File: src/rtl/factorial_scheduler.sv
// ---------------------------------------------------------------------------
// factorial_scheduler
//   Two-requester factorial engine. A round-robin arbiter accepts one job at
//   a time; the job runs on one WIDTH x WIDTH iterative multiplier (one
//   multiply per cycle, counting n down to 2). The result n! mod 2^WIDTH is
//   returned on a valid/ready response channel, tagged with the requester ID
//   and a sticky overflow flag.
//
// Ports
//   clk, rst_n            clock, asynchronous active-low reset
//   req0_valid/n/ready    requester 0 job channel (ready is combinational)
//   req1_valid/n/ready    requester 1 job channel (ready is combinational)
//   rsp_valid/ready       response handshake
//   rsp_result            n! mod 2^WIDTH
//   rsp_id                requester that issued the job
//   rsp_ovf               some partial product exceeded WIDTH bits
//   busy                  engine not idle
// ---------------------------------------------------------------------------
module factorial_scheduler #(
  parameter int unsigned WIDTH = 32,
  parameter int unsigned N_W   = 5
) (
  input  logic             clk,
  input  logic             rst_n,
  input  logic             req0_valid,
  input  logic [N_W-1:0]   req0_n,
  output logic             req0_ready,
  input  logic             req1_valid,
  input  logic [N_W-1:0]   req1_n,
  output logic             req1_ready,
  output logic             rsp_valid,
  input  logic             rsp_ready,
  output logic [WIDTH-1:0] rsp_result,
  output logic             rsp_id,
  output logic             rsp_ovf,
  output logic             busy
);

  localparam int unsigned PW = 2 * WIDTH;

  typedef enum logic [1:0] {
    S_IDLE = 2'd0,
    S_CALC = 2'd1,
    S_DONE = 2'd2
  } state_t;

  state_t           r_state;
  logic             r_prio;
  logic [WIDTH-1:0] r_acc;
  logic [N_W-1:0]   r_cnt;
  logic             r_id;
  logic             r_ovf;
  logic [WIDTH-1:0] r_rsp_result;
  logic             r_rsp_id;
  logic             r_rsp_ovf;

  logic             w_grant0;
  logic             w_grant1;
  logic             w_accept;
  logic [PW-1:0]    w_prod;

  // Round-robin grant: a lone requester always wins; on a tie, prio decides.
  assign w_grant0 = req0_valid & (~req1_valid | ~r_prio);
  assign w_grant1 = req1_valid & (~req0_valid |  r_prio);

  assign req0_ready = (r_state == S_IDLE) & w_grant0;
  assign req1_ready = (r_state == S_IDLE) & w_grant1;
  assign w_accept   = req0_ready | req1_ready;

  // Full-width product so the upper half can flag overflow.
  assign w_prod = PW'(r_acc) * PW'(r_cnt);

  // Job FSM and datapath registers.
  always_ff @(posedge clk or negedge rst_n) begin
    if (!rst_n) begin
      r_state      <= S_IDLE;
      r_prio       <= 1'b0;
      r_acc        <= '0;
      r_cnt        <= '0;
      r_id         <= 1'b0;
      r_ovf        <= 1'b0;
      r_rsp_result <= '0;
      r_rsp_id     <= 1'b0;
      r_rsp_ovf    <= 1'b0;
    end else begin
      case (r_state)
        S_IDLE: begin
          if (w_accept) begin
            r_acc   <= WIDTH'(1);
            r_cnt   <= w_grant1 ? req1_n : req0_n;
            r_id    <= w_grant1;
            r_ovf   <= 1'b0;
            // Last-granted requester loses priority.
            r_prio  <= ~w_grant1;
            r_state <= S_CALC;
          end
        end
        S_CALC: begin
          if (r_cnt >= N_W'(2)) begin
            r_acc <= w_prod[WIDTH-1:0];
            r_ovf <= r_ovf | (|w_prod[PW-1:WIDTH]);
            r_cnt <= r_cnt - N_W'(1);
          end else begin
            // cnt of 0 or 1 ends the job; covers 0! = 1! = 1.
            r_rsp_result <= r_acc;
            r_rsp_id     <= r_id;
            r_rsp_ovf    <= r_ovf;
            r_state      <= S_DONE;
          end
        end
        S_DONE: begin
          if (rsp_ready) begin
            r_state <= S_IDLE;
          end
        end
        default: begin
          r_state <= S_IDLE;
        end
      endcase
    end
  end

  assign rsp_valid  = (r_state == S_DONE);
  assign busy       = (r_state != S_IDLE);
  assign rsp_result = r_rsp_result;
  assign rsp_id     = r_rsp_id;
  assign rsp_ovf    = r_rsp_ovf;

endmodule

File: config.mk
export PLATFORM = sky130hd
export DESIGN_NAME = factorial_scheduler
export DESIGN_NICKNAME = d
export VERILOG_FILES = /design/src/rtl/factorial_scheduler.sv
export SDC_FILE = /design/constraint.sdc
export NUM_CORES = 1
export LEC_CHECK = 0
export CORE_ASPECT_RATIO = 1.2
export CORE_UTILIZATION = 60
export CTS_BUF_LIST = sky130_fd_sc_hd__clkbuf_4
export DETAILED_ROUTE_END_ITERATION = 10
export MAX_ROUTING_LAYER = met4
export PLACE_DENSITY_LB_ADDON = 0.3
export SLEW_MARGIN = 20
export SYNTH_ARGS = -nofsm -noshare
export SYNTH_HDL_FRONTEND = slang
export SYNTH_SLANG_ARGS = --single-unit
File: constraint.sdc
create_clock -name clk -period 11.4 [get_ports clk]
set_clock_uncertainty 0.2 [all_clocks]
set_input_delay 2.28 -clock clk [delete_from_list [all_inputs] [get_ports clk]]
set_output_delay 2.28 -clock clk [all_outputs]
set_load 0.01 [all_outputs]
==> results of run 1 <==
-- cells in the mapped netlist (all sizes together), types with 5 or more instances --
library cell / instances / area [um^2]
xnor2: 15 / 131
nand3: 5 / 25.0
xor2: 15 / 131
o31ai: 6 / 58.8
o21ai: 51 / 259
and3: 6 / 37.5
a22o: 6 / 52.6
nand2: 86 / 323
o211ai: 5 / 47.5
and2: 124 / 776
a21o: 9 / 68.8
a31oi: 9 / 62.6
inv: 130 / 488
mux2: 34 / 383
ha: 47 / 588
a211oi: 8 / 75.1
fa: 90 / 1800
nor2: 25 / 96.4
clkbuf: 28 / 105
a21oi: 30 / 158
o21a: 6 / 45.0
dfrtp: 76 / 1900
-- cells by family (layout without fill, tap and decap cells) --
family / after synthesis / in the layout / synth area share
compound gates: 151 / 151 / 0.130
xor+xnor: 30 / 30 / 0.0328
fa+ha+maj: 137 / 137 / 0.298
buf+inv: 162 / 203 / 0.0760
flops: 76 / 76 / 0.237
mux: 38 / 38 / 0.0528
other cells: 0 / 1 / 0
simple gates: 266 / 266 / 0.173
-- worst paths after layout --
check                            from              to  slack [ps]  cells after the start
max                        req0_valid      req1_ready        4960                      5
min                            rsp_id          rsp_id         300                      2
max reg2reg                  r_cnt[4]       r_acc[30]        6040                     16
min reg2reg                    rsp_id          rsp_id         300                      2
max in group asynchronous       rst_n  rsp_result[22]        8840                      1
min in group asynchronous       rst_n   rsp_result[7]        1630                      1
-- registers in the layout (all words and copies together), names as in the netlist --
name	count
r_ovf	1
r_acc	32
rsp_id	1
rsp_ovf	1
rsp_result	32
r_cnt	5
r_id	1
r_prio	1
r_state	2
-- metrics by stage --
stage | hold slack [ps] | util | setup slack [ps]
after floorplan | 275 | - | 6010
after CTS | 307 | 0.685 | 4940
after global routing | 328 | 0.685 | 4860
after global placement | 264 | 0.675 | 4980
after detailed placement | 279 | 0.675 | 4950
final | 299 | 0.685 | 4960
-- metal layers --
layer | vias to the layer above | share of wire | GRT usage
li1 | 2846 | - | -
met2 | 114 | 0.51 | 0.498
met1 | 3061 | 0.43 | 0.356
met5 | - | 0 | -
met4 | 0 | 0.018 | 0.106
met3 | 23 | 0.037 | 0.0329
-- worst max-delay path: cells and delay by family --
| family | cells | cell delay, ps |
|---|---|---|
| and+or+nand+nor | 1 | 120 |
| AOI/OAI and AO/OA | 1 | 530 |
| buffers and inverters | 3 | 1020 |
-- cell type report --
cell class                 instances  area, um^2
clock inverter                     3        38.8
clock buffer                      12        90.1
antenna                            1        2.50
multi-input combinational        622        5500
sequential                        76        1900
inverter                         130         488
fill                            1035        4040
tap                              164         205
timing repair buffer              58         567
==> results.md, run 1 <==
* Tmin final at 6440 ps
* Area Growth Syn to Fin at 9.77%
* Synth unique cells at 60
* RD Place Congestion at 0.882
* Setup_tns at 0 ps
* Hold Crit Class: reg -> reg
* Max-Cap Viols at 0
* Slowest CP cell: o21ai_1
* First-pass GRT wire length at 30500 um
* Final Cycle Share at 0.564
* Synth Register Bits at 76
* Inst Count DP at 1050
* Finished Layout Cells at 1066
* Post-DR vias/cell at 5.67
* Post-synthesis sequential area ratio at 0.237
* Syn_area_per_cell at 9.32 um^2
* Run status: completed
* Rows at 45
* Endpoints failing setup at 0
* Clock sinks at 76
* Gr usage total at 0.292
* Crit path max fanout at 7
* DRT iter0 DRCs at 317
* Fmax at 155 MHz
* Placed inst area at 8660 um^2
* Crit path top cell by count: clkdlybuf4s50_1
* Clk_lat worst skew at 460 ps
* Hold Vio Cnt, Final at 0
* Vias in the first global route at 6499
* CP Cell Sequence: clkdlybuf4s50_1 > inv_1 > o21ai_1 > nor2_1 > clkdlybuf4s50_1
* Primary FF master, synth: dfrtp_1
* H-tree depth at 3
* DRT antenna net count at 0
* Wire length per cell at 16.3 um
* Initial Utilization at 0.624
* # DRC at 0
* Post-synth EDFFs at 0
* Post-DP HPWL at 12900 um
* CTS max path bufs at 2
* Fraction of layout cells with a size suffix above 1 at 0.0832
* Most frequent cells in the layout: inv_1 (130), and2_1 (124), fa_1 (90)
* IO buf count at 52
* Grt total ovfl at 0
* CTS Hold Bufs at 0
* Largest net degree at the start of global routing at 77
* Mapped Nets at 1012
* Routed WL at 17300 um
* Critical Path AT at 3960 ps
* Slew Viols, Final at 0
* Num CTS Buffers at 9
* Most common cell after layout, fill and taps aside: inv_1
* Die H at 129 um
* Post-route cell area at 8800 um^2
* Final nets at 1049
* # IOs at 53
* Worst setup EP type: output pin
* Rel. slew slack at 0.485
* Post-CTS Setup Inserts at 0
* Die ar. at 13800 um^2
* Mapped Area at 8020 um^2
* Slew @ Worst Pin at 771 ps
* RSZ-0062 raised after global routing: false
* Syn. warnings at 0
* Worst path required time at 8920 ps
* Initial antenna violation count at 1
* CTS root buf: clkbuf_4
* Std-Cell Core Area at 12800 um^2
* Critical Path Max Stage Delay at 530 ps
* CP Class: in -> out
* Post-cts sizing count at 0
* Detailed-router iteration count before antenna repair at 4
* Post-Synthesis Cells at 860
* Die X at 108 um
* Startpoint types: input port
* DR vias at 6044
* TritonCTS clock tree: done
* Worst-path clk slew at 120 ps
* FFs w/ async S/R, synth at 1.00
Power of run 1 is left out: the tool's default activity adds up to more than one toggle a clock period on the data nets, which glitch-free logic cannot reach.
==> run 2: changes to the inputs <==
CORE_UTILIZATION = 56   (was 60)
clock period = 5.4 ns   (was 11.4 ns; I/O delays follow)
==> run 2 against run 1 <==
  * The run now ends with DRC left
  * Flip-flop and latch count did not move
  * Final cell count up 1.0%
  * Die area up 7.0%
  * Count of clock-buffer cells in the layout shrank 1
  * Non-clock buffer count increased by 3
  * First-iteration DRC count increased by 9.5%
  * Global-route usage down 1.7 points
  * Worst setup slack worse by 4700 ps
  * Wire length rose by 2.9%
  * Via count up 0.25%
  * Largest cell class unchanged
==> results.md, run 2 (synthesized netlist as in run 1, its figures left out) <==
* Wire length per cell at 16.6 um
* Vias in the first global route at 6533
* DR vias at 6059
* R2R cell count at 17
* Hold_sp: rsp_id
* Fmax at 196 MHz
* Largest net degree at the start of global routing at 77
* Worst hold slack at 300 ps
* Slew Viols, Final at 0
* Register area at 1900 um^2
* Setup_tns at 0 ps
* RSZ-0062 raised after global routing: false
* Crit path top cell by count: fa_1
* Placed inst area at 8700 um^2
* Final Cycle Share at 0.943
* Fraction of layout cells with a size suffix above 1 at 0.0906
* Most common cell after layout, fill and taps aside: inv_1
* Worst path required time at 5530 ps
* Filler cell count at 1171
* Crit path max fanout at 23
* Detailed-router iteration count before antenna repair at 8
* Delay-heaviest family, CP: adder cells
* # DRC at 9
* # IOs at 53
* Reg2reg end: r_ovf
* Area Growth Syn to Fin at 10.7%
* Die H at 133 um
* FF-to-FF setup slack at 310 ps
* CTS root buf: clkbuf_4
* Post-DR vias/cell at 5.63
* Startpoint types: flop
* IO buf count at 52
* Gr usage total at 0.275
* Hold Crit Class: reg -> reg
* CP Class: reg -> reg
* Die ar. at 14800 um^2
* Post-cts sizing count at 0
* CP Cell Sequence: buf_4 > and2_1 > fa_1 > fa_1 > inv_1 > fa_1 > inv_1 > ha_1 > nand2_1 > o21ai_0 > a21oi_1 > o21ba_2 > o31ai_1 > a211oi_2 > xnor2_1 > nor4_1 > a31oi_1
* Multi-input logic area at 5510 um^2
* CTS max path bufs at 2
* Die X at 111 um
* Run status: finished, violations left
* Clock sinks at 76
* Clk_lat worst skew at 450 ps
* Initial Utilization at 0.578
* Endpoints failing setup at 0
* Rel. slew slack at 0.365
* H-tree depth at 3
* Critical R2R Launch: r_cnt[3]
* RD Place Congestion at 0.923
* DRT antenna net count at 0
* First-pass GRT wire length at 31100 um
* Hold path depth at 2
* Critical Path Max Stage Delay at 590 ps
* DRT iter0 DRCs at 347
* CP Buf/Inv Count at 3
* Std-Cell Core Area at 13900 um^2
* Critical Path AT at 5220 ps
* Worst-path clk slew at 140 ps
* Worst setup EP type: flop
* Hold EP: rsp_id
* Final nets at 1052
* Tmin final at 5090 ps
* Post-route core utilization at 0.639
* Grt total ovfl at 0
* Post-route cell area at 8870 um^2
* Num CTS Buffers at 9
* Post-DP HPWL at 14000 um
* Most frequent cells in the layout: inv_1 (130), and2_1 (124), fa_1 (90)
* Routed WL at 17800 um
* Failing checks: DRC
* Post-CTS Setup Inserts at 0
* Initial antenna violation count at 1
* CTS Hold Bufs at 0
* Slew @ Worst Pin at 953 ps
* Slowest CP cell: dfrtp_1
* TritonCTS clock tree: done
* Max-Cap Viols at 0
* Rows at 47
* Hold Vio Cnt, Final at 0
## run 2: stage by stage
step	cells	setup slack, ps
final	1077	309
after global routing	1077	62.5
after CTS	1076	296
after detailed placement	1060	332
after global placement	1060	420
after floorplan	860	601
## run 2: worst reg2reg max path, cell delays in order (launching register included)
cell and delay, ps:
dfrtp_1 590, buf_4 320, and2_1 190, fa_1 460, fa_1 500, inv_1 50
fa_1 480, inv_1 40, ha_1 400, nand2_1 80, o21ai_0 380, a21oi_1 80
o21ba_2 220, o31ai_1 370, a211oi_2 110, xnor2_1 140, nor4_1 260, a31oi_1 110
## run 2: cell type report
type / instances / area share
inverters: 130 / 0.0550
well taps: 171 / 0.0241
flip-flops and latches: 76 / 0.214
clock inverters: 5 / 0.00959
diodes: 1 / 0.000282
multi-input cells: 622 / 0.621
clock buffers: 11 / 0.00931
repair buffers: 61 / 0.0660
## run 2: routing by layer
metal / routed length (um) / vias to the layer above / global-route usage
met3: 586 / 38 / 0.0330
met4: 619 / 0 / 0.109
met2: 9600 / 133 / 0.502
met1: 7030 / 3044 / 0.304
li1: - / 2844 / -
met5: 0 / - / -
## run 2: worst max-delay path by stage
| stage | start | endpoint | slack, ps | depth (start not counted) |
|---|---|---|---|---|
| after CTS | r_cnt[3] | r_acc[30] | 300 | 16 |
| after floorplan | r_cnt[3] | r_acc[30] | 600 | 18 |
| after detailed placement | r_cnt[3] | r_acc[30] | 330 | 16 |
| after global routing | r_cnt[3] | r_ovf | 60 | 17 |
| after global placement | r_cnt[3] | r_ovf | 420 | 17 |
| final | r_cnt[3] | r_ovf | 310 | 17 |
Power of run 2 is left out for the same reason.
